--- src/rtl/mem_port_arbiter.sv ---
// Three-requester arbiter for one port of the shared dual-port RAM.
// Requester 0 (display scan-out) has absolute priority; requesters 1 and 2
// share the remaining cycles round-robin with a bounded burst length.
module mem_port_arbiter #(
    parameter int DATA_WIDTH = 16,
    parameter int ADDR_WIDTH = 10,
    parameter int BURST_MAX  = 4
) (
    input  logic                  clk,
    input  logic                  reset,
    input  logic                  req0,
    input  logic                  we0,
    input  logic [ADDR_WIDTH-1:0] addr0,
    input  logic [DATA_WIDTH-1:0] wdata0,
    input  logic                  req1,
    input  logic                  we1,
    input  logic [ADDR_WIDTH-1:0] addr1,
    input  logic [DATA_WIDTH-1:0] wdata1,
    input  logic                  req2,
    input  logic                  we2,
    input  logic [ADDR_WIDTH-1:0] addr2,
    input  logic [DATA_WIDTH-1:0] wdata2,
    output logic                  gnt0,
    output logic                  gnt1,
    output logic                  gnt2,
    output logic                  rvalid0,
    output logic                  rvalid1,
    output logic                  rvalid2,
    output logic [DATA_WIDTH-1:0] rdata,
    output logic [ADDR_WIDTH-1:0] mem_addr,
    output logic [DATA_WIDTH-1:0] mem_din,
    output logic                  mem_we,
    input  logic [DATA_WIDTH-1:0] mem_dout
);

    localparam int BW = $clog2(BURST_MAX + 1);
    localparam logic [BW-1:0] BMAX = BW'(BURST_MAX);
    localparam logic [BW-1:0] ONE  = BW'(1);

    typedef enum logic [1:0] {
        IDLE,
        OWN1,
        OWN2
    } state_t;

    state_t          state;
    state_t          state_nxt;
    logic [BW-1:0]   bcnt;
    logic [BW-1:0]   bcnt_nxt;
    logic            g0;
    logic            g1;
    logic            g2;
    logic [2:0]      rv_q;

    // Grant decision and next round-robin state for the current cycle.
    always_comb begin
        g0        = 1'b0;
        g1        = 1'b0;
        g2        = 1'b0;
        state_nxt = state;
        bcnt_nxt  = bcnt;
        if (reset) begin
            state_nxt = IDLE;
            bcnt_nxt  = '0;
        end else if (req0) begin
            // Preemption: round-robin state and burst count hold.
            g0 = 1'b1;
        end else begin
            case (state)
                IDLE: begin
                    if (req1) begin
                        g1        = 1'b1;
                        state_nxt = OWN1;
                        bcnt_nxt  = ONE;
                    end else if (req2) begin
                        g2        = 1'b1;
                        state_nxt = OWN2;
                        bcnt_nxt  = ONE;
                    end
                end
                OWN1: begin
                    if (req1 && ((bcnt < BMAX) || !req2)) begin
                        g1       = 1'b1;
                        bcnt_nxt = (bcnt == BMAX) ? bcnt : bcnt + ONE;
                    end else if (req2) begin
                        g2        = 1'b1;
                        state_nxt = OWN2;
                        bcnt_nxt  = ONE;
                    end else begin
                        state_nxt = IDLE;
                        bcnt_nxt  = '0;
                    end
                end
                OWN2: begin
                    if (req2 && ((bcnt < BMAX) || !req1)) begin
                        g2       = 1'b1;
                        bcnt_nxt = (bcnt == BMAX) ? bcnt : bcnt + ONE;
                    end else if (req1) begin
                        g1        = 1'b1;
                        state_nxt = OWN1;
                        bcnt_nxt  = ONE;
                    end else begin
                        state_nxt = IDLE;
                        bcnt_nxt  = '0;
                    end
                end
                default: begin
                    state_nxt = IDLE;
                    bcnt_nxt  = '0;
                end
            endcase
        end
    end

    // Arbiter state and one-cycle-delayed read strobes.
    always_ff @(posedge clk) begin
        if (reset) begin
            state <= IDLE;
            bcnt  <= '0;
            rv_q  <= '0;
        end else begin
            state <= state_nxt;
            bcnt  <= bcnt_nxt;
            rv_q  <= {g2 & ~we2, g1 & ~we1, g0 & ~we0};
        end
    end

    // Route the granted requester onto the RAM port.
    always_comb begin
        mem_addr = addr0;
        mem_din  = '0;
        mem_we   = 1'b0;
        if (g0) begin
            mem_addr = addr0;
            mem_din  = wdata0;
            mem_we   = we0;
        end else if (g1) begin
            mem_addr = addr1;
            mem_din  = wdata1;
            mem_we   = we1;
        end else if (g2) begin
            mem_addr = addr2;
            mem_din  = wdata2;
            mem_we   = we2;
        end
    end

    assign gnt0 = g0;
    assign gnt1 = g1;
    assign gnt2 = g2;

    // Gating with reset drops a read whose response would land in a reset cycle.
    assign rvalid0 = rv_q[0] & ~reset;
    assign rvalid1 = rv_q[1] & ~reset;
    assign rvalid2 = rv_q[2] & ~reset;

    assign rdata = mem_dout;

endmodule

--- config.mk ---
export PLATFORM = sky130hd
export DESIGN_NAME = mem_port_arbiter
export DESIGN_NICKNAME = d
export VERILOG_FILES = /design/src/rtl/mem_port_arbiter.sv
export SDC_FILE = /design/constraint.sdc
export NUM_CORES = 1
export LEC_CHECK = 0
export CORE_MARGIN = 3
export CORE_UTILIZATION = 29
export CTS_BUF_LIST = sky130_fd_sc_hd__clkbuf_8
export DETAILED_ROUTE_END_ITERATION = 10
export PLACE_DENSITY_LB_ADDON = 0.15
export SYNTH_ARGS = -nofsm -noshare
export SYNTH_HDL_FRONTEND = slang
export SYNTH_SLANG_ARGS = --single-unit
export TNS_END_PERCENT = 100
--- constraint.sdc ---
create_clock -name clk -period 4.2 [get_ports clk]
set_input_delay 0.63 -clock clk [delete_from_list [all_inputs] [get_ports clk]]
set_output_delay 0.63 -clock clk [all_outputs]
set_load 0.02 [all_outputs]
==> impl_metrics.csv <==
group,metric,value,unit
outcome,status,"finished, final reports clean",
placed_design,dp_cells,302,
timing,fmax,0.273,GHz
timing,fin_crit_sh,87.3,%
power,power_switching,0.000133,W
timing,skew,4.25,ps
route,via_per_inst,4.98,
placed_design,portBuffers,118,
grt,antenna_found_initial,0,
floorplan,coreArea,3800,um^2
timing,finalCriticalPeriod,3670,ps
setup_path,cp_cell_sequence,"clkdlybuf4s50_1 > a21oi_1 > o2111ai_2 > inv_2 > a22oi_1 > o21ai_0 > clkdlybuf4s50_1",
floorplan,rows,22,
placed_design,dp_slack,531,ps
route,drc,0,
route,drt_iter0_drc,65,
yosys,synth_area,1190,um^2
timing,hold_violations,0,
final_layout,nFillCells,333,
setup_path,required,3570,ps
power,powerDensity,182,nW/um^2
setup_path,cp_max_fo,29,
yosys,yosysUniqueCellTypes,43,
yosys,yosysWarningCount,0,
yosys,synth_nets,265,
worst_hold_path,hold_depth,2,
clock_network,clk_latency,230,ps
final_layout,finish.utilization,60.9,%
power,p_clk_share,21.9,%
setup_path,end_kind,"output port",
yosys,yosysSeqAreaShare,13.5,%
final_layout,stdcell_count,305,
power,pwr-share-comb,58.2,%
setup_path,worst_ep_arrival_time,3040,ps
clock_network,post-cts-setup-buffers,0,
grt,grt_usage,18.2,%
yosys,syn_area_per_cell,7.38,um^2
placed_design,place.gp.congestion,0.851,
worst_hold_path,hold_path.class,"register to register",
placed_design,dpl.hpwl,3.98,mm
clock_network,cts_tree,"yes",
timing,worst_pin_slew,516,ps
grt,grt_first_pass_wirelength,7.31,mm
clock_network,cts_htree_levels,1,
yosys,ys_ff_latch,8,
grt,grt_pass1_vias,1553,
power,p_leak,0.879,nW
floorplan,ioPinCount,151,
yosys,synth_cells,161,
timing,grt_setup_unrepaired,"no",
setup_path,reg2regPathDepth,4,
setup_path,start_kind,"input port",
setup_path,critical_path_depth,7,
route,via_count,1519,
clock_network,cts.sinks,8,
setup_path,criticalPathCategory,"input port to output port",
power,netSwitchingFraction,31.7,%
final_layout,drive_gt1_share,8.56,%
power,p_int,0.000288,W
setup_path,crit_buf_inv,3,
setup_path,cp_common_cell,"clkdlybuf4s50_1",
clock_network,hold_buffers,0,
timing,drv_slew,0,
route,wl_per_cell,15.9,um
setup_path,cpLargestDelayFamily,"buffers and inverters",
floorplan,die_x,70.0,um
final_layout,antenna_cells,0,
route,routed_wl,4.85,mm
clock_network,cts_root_buf,"clkbuf_8",
route,drtAntennaViolNets,0,
job,cap_violations,0,
grt,grt_start_max_net_pins,30,
grt,grt-ovfl-total,0,
timing,setup_ws,534,ps
clock_network,cts_buffer_depth,2,
setup_path,cp_slowest_stage_delay,640,ps
power,ir_drop,0.0911,mV
floorplan,die_h,70.0,um
power,seq_power_share,19.8,%
floorplan,initial_core_util,31.3,%
clock_network,cts.clk_slew.worst_paths,40,ps
timing,setup_viol,0,
power,p_total,0.000421,W
timing,slew_headroom,65.4,%
setup_path,slowest_stage,"clkdlybuf4s50_1",
clock_network,cts-buffers-inserted,3,
final_layout,area_growth,94.5,%
final_layout,num-nets-final,363,
floorplan,die-area,4900,um^2
clock_network,cts_resized,0,
timing,fin_tns_setup,0,ps
route,first_pass_iters,4,
==> logic make-up (layout without fill, tap and decap cells) <==
logic type | Yosys count | count (layout) | synth area share [%]
buf+inv | 53 | 149 | 24.2
compound gates | 65 | 65 | 42.4
flops | 8 | 8 | 13.5
mux | 1 | 1 | 0.842
fa+ha+maj | 2 | 2 | 2.10
simple gates | 32 | 32 | 16.9
==> cell usage after synthesis <==
master,number,area (um^2)
buf_2,5,25.0
buf_6,2,22.5
clkbuf_1,3,11.3
nand2_1,2,7.51
nand3_1,1,5.00
nor2b_1,6,37.5
buf_4,18,135
o311a_1,1,10.0
and4b_1,1,10.0
inv_1,24,90.1
o21ai_0,7,35.0
ha_1,2,25.0
o31ai_1,1,7.51
o2111ai_1,1,8.76
o221a_1,2,22.5
a22oi_1,16,120
inv_2,1,3.75
a311oi_1,1,8.76
o22ai_1,2,12.5
o31a_1,1,8.76
o32ai_1,1,8.76
and2_1,2,12.5
nor2_4,1,11.3
or2_2,1,6.26
a21oi_1,4,20.0
a31oi_1,1,6.26
o21ai_1,9,45.0
dfxtp_1,8,160
a41oi_1,1,8.76
o2111ai_2,2,30.0
a31o_2,1,8.76
nand3_2,1,10.0
o221a_2,8,90.1
nand2b_1,10,62.6
a2111oi_2,1,15.0
a211oi_1,3,22.5
nor2_1,2,7.51
nor4_1,1,6.26
a21boi_0,1,7.51
nand3b_1,2,15.0
o211ai_1,1,7.51
mux2i_1,1,10.0
nor3_1,2,10.0
==> final cells by class <==
class                   count  area, um^2  share of cell area [%]
clock buffers               3        41.3                    1.79
repair buffers            121        1220                    52.6
well taps                  48        60.1                    2.60
flip-flops and latches      8         160                    6.93
inverters                  25        93.8                    4.06
multi-input cells         100         741                    32.0
==> cells in the final DEF (no fill, tap or decap), drive strengths merged, types with 3 or more instances in the layout <==
master and n:
buf 3, inv 25, nand2b 10, a21oi 4, nor2b 6, dfxtp 8
clkdlybuf4s50 118, a22oi 16, o21ai 16, clkbuf 3, o221a 10, o2111ai 3
nor2 3, a211oi 3
==> worst reg2reg max path: stages (launching register included) <==
cell and delay (ps):
dfxtp_1 530, nand2_1 90, a31o_2 260, a211oi_1 480
mux2i_1 230
==> final timing paths <==
| kind | startpoint | end | slack (ps) |
|---|---|---|---|
| setup / recovery | req2 | mem_din[4] | 530 |
| setup reg to reg | bcnt[2] | state[0] | 2540 |
| hold reg to reg | bcnt[1] | bcnt[1] | 540 |
| hold / removal | bcnt[1] | bcnt[1] | 540 |
==> per-layer routing <==
metal / routed length, um / track usage (%)
met1: 1890 / 20.2
met2: 2540 / 33.8
met3: 296 / 4.17
met4: 123 / 5.74
met5: 0 / 0
==> power groups by stage <==
stage,sequential [W],clock [W],combinational (W)
floorplan,0.0000835,0,0.000126
global placement,0.0000846,0,0.000245
detailed placement,0.0000846,0,0.000246
CTS,0.0000835,0.0000944,0.000247
global route,0.0000838,0.0000972,0.000262
finish,0.0000836,0.0000924,0.000245
==> per-stage QoR <==
stage	cell area, um^2	hold WS (ps)
final	2310	542
after global routing	2310	576
after CTS	2310	544
after detailed placement	2270	538
after global placement	2270	507
after floorplan	1190	484
==> sequential cells by signal, summed over array words and instances (netlist names) <==
name,flops
state,2
bcnt,3
rv_q,3
Power figures use the tool's default switching activity.
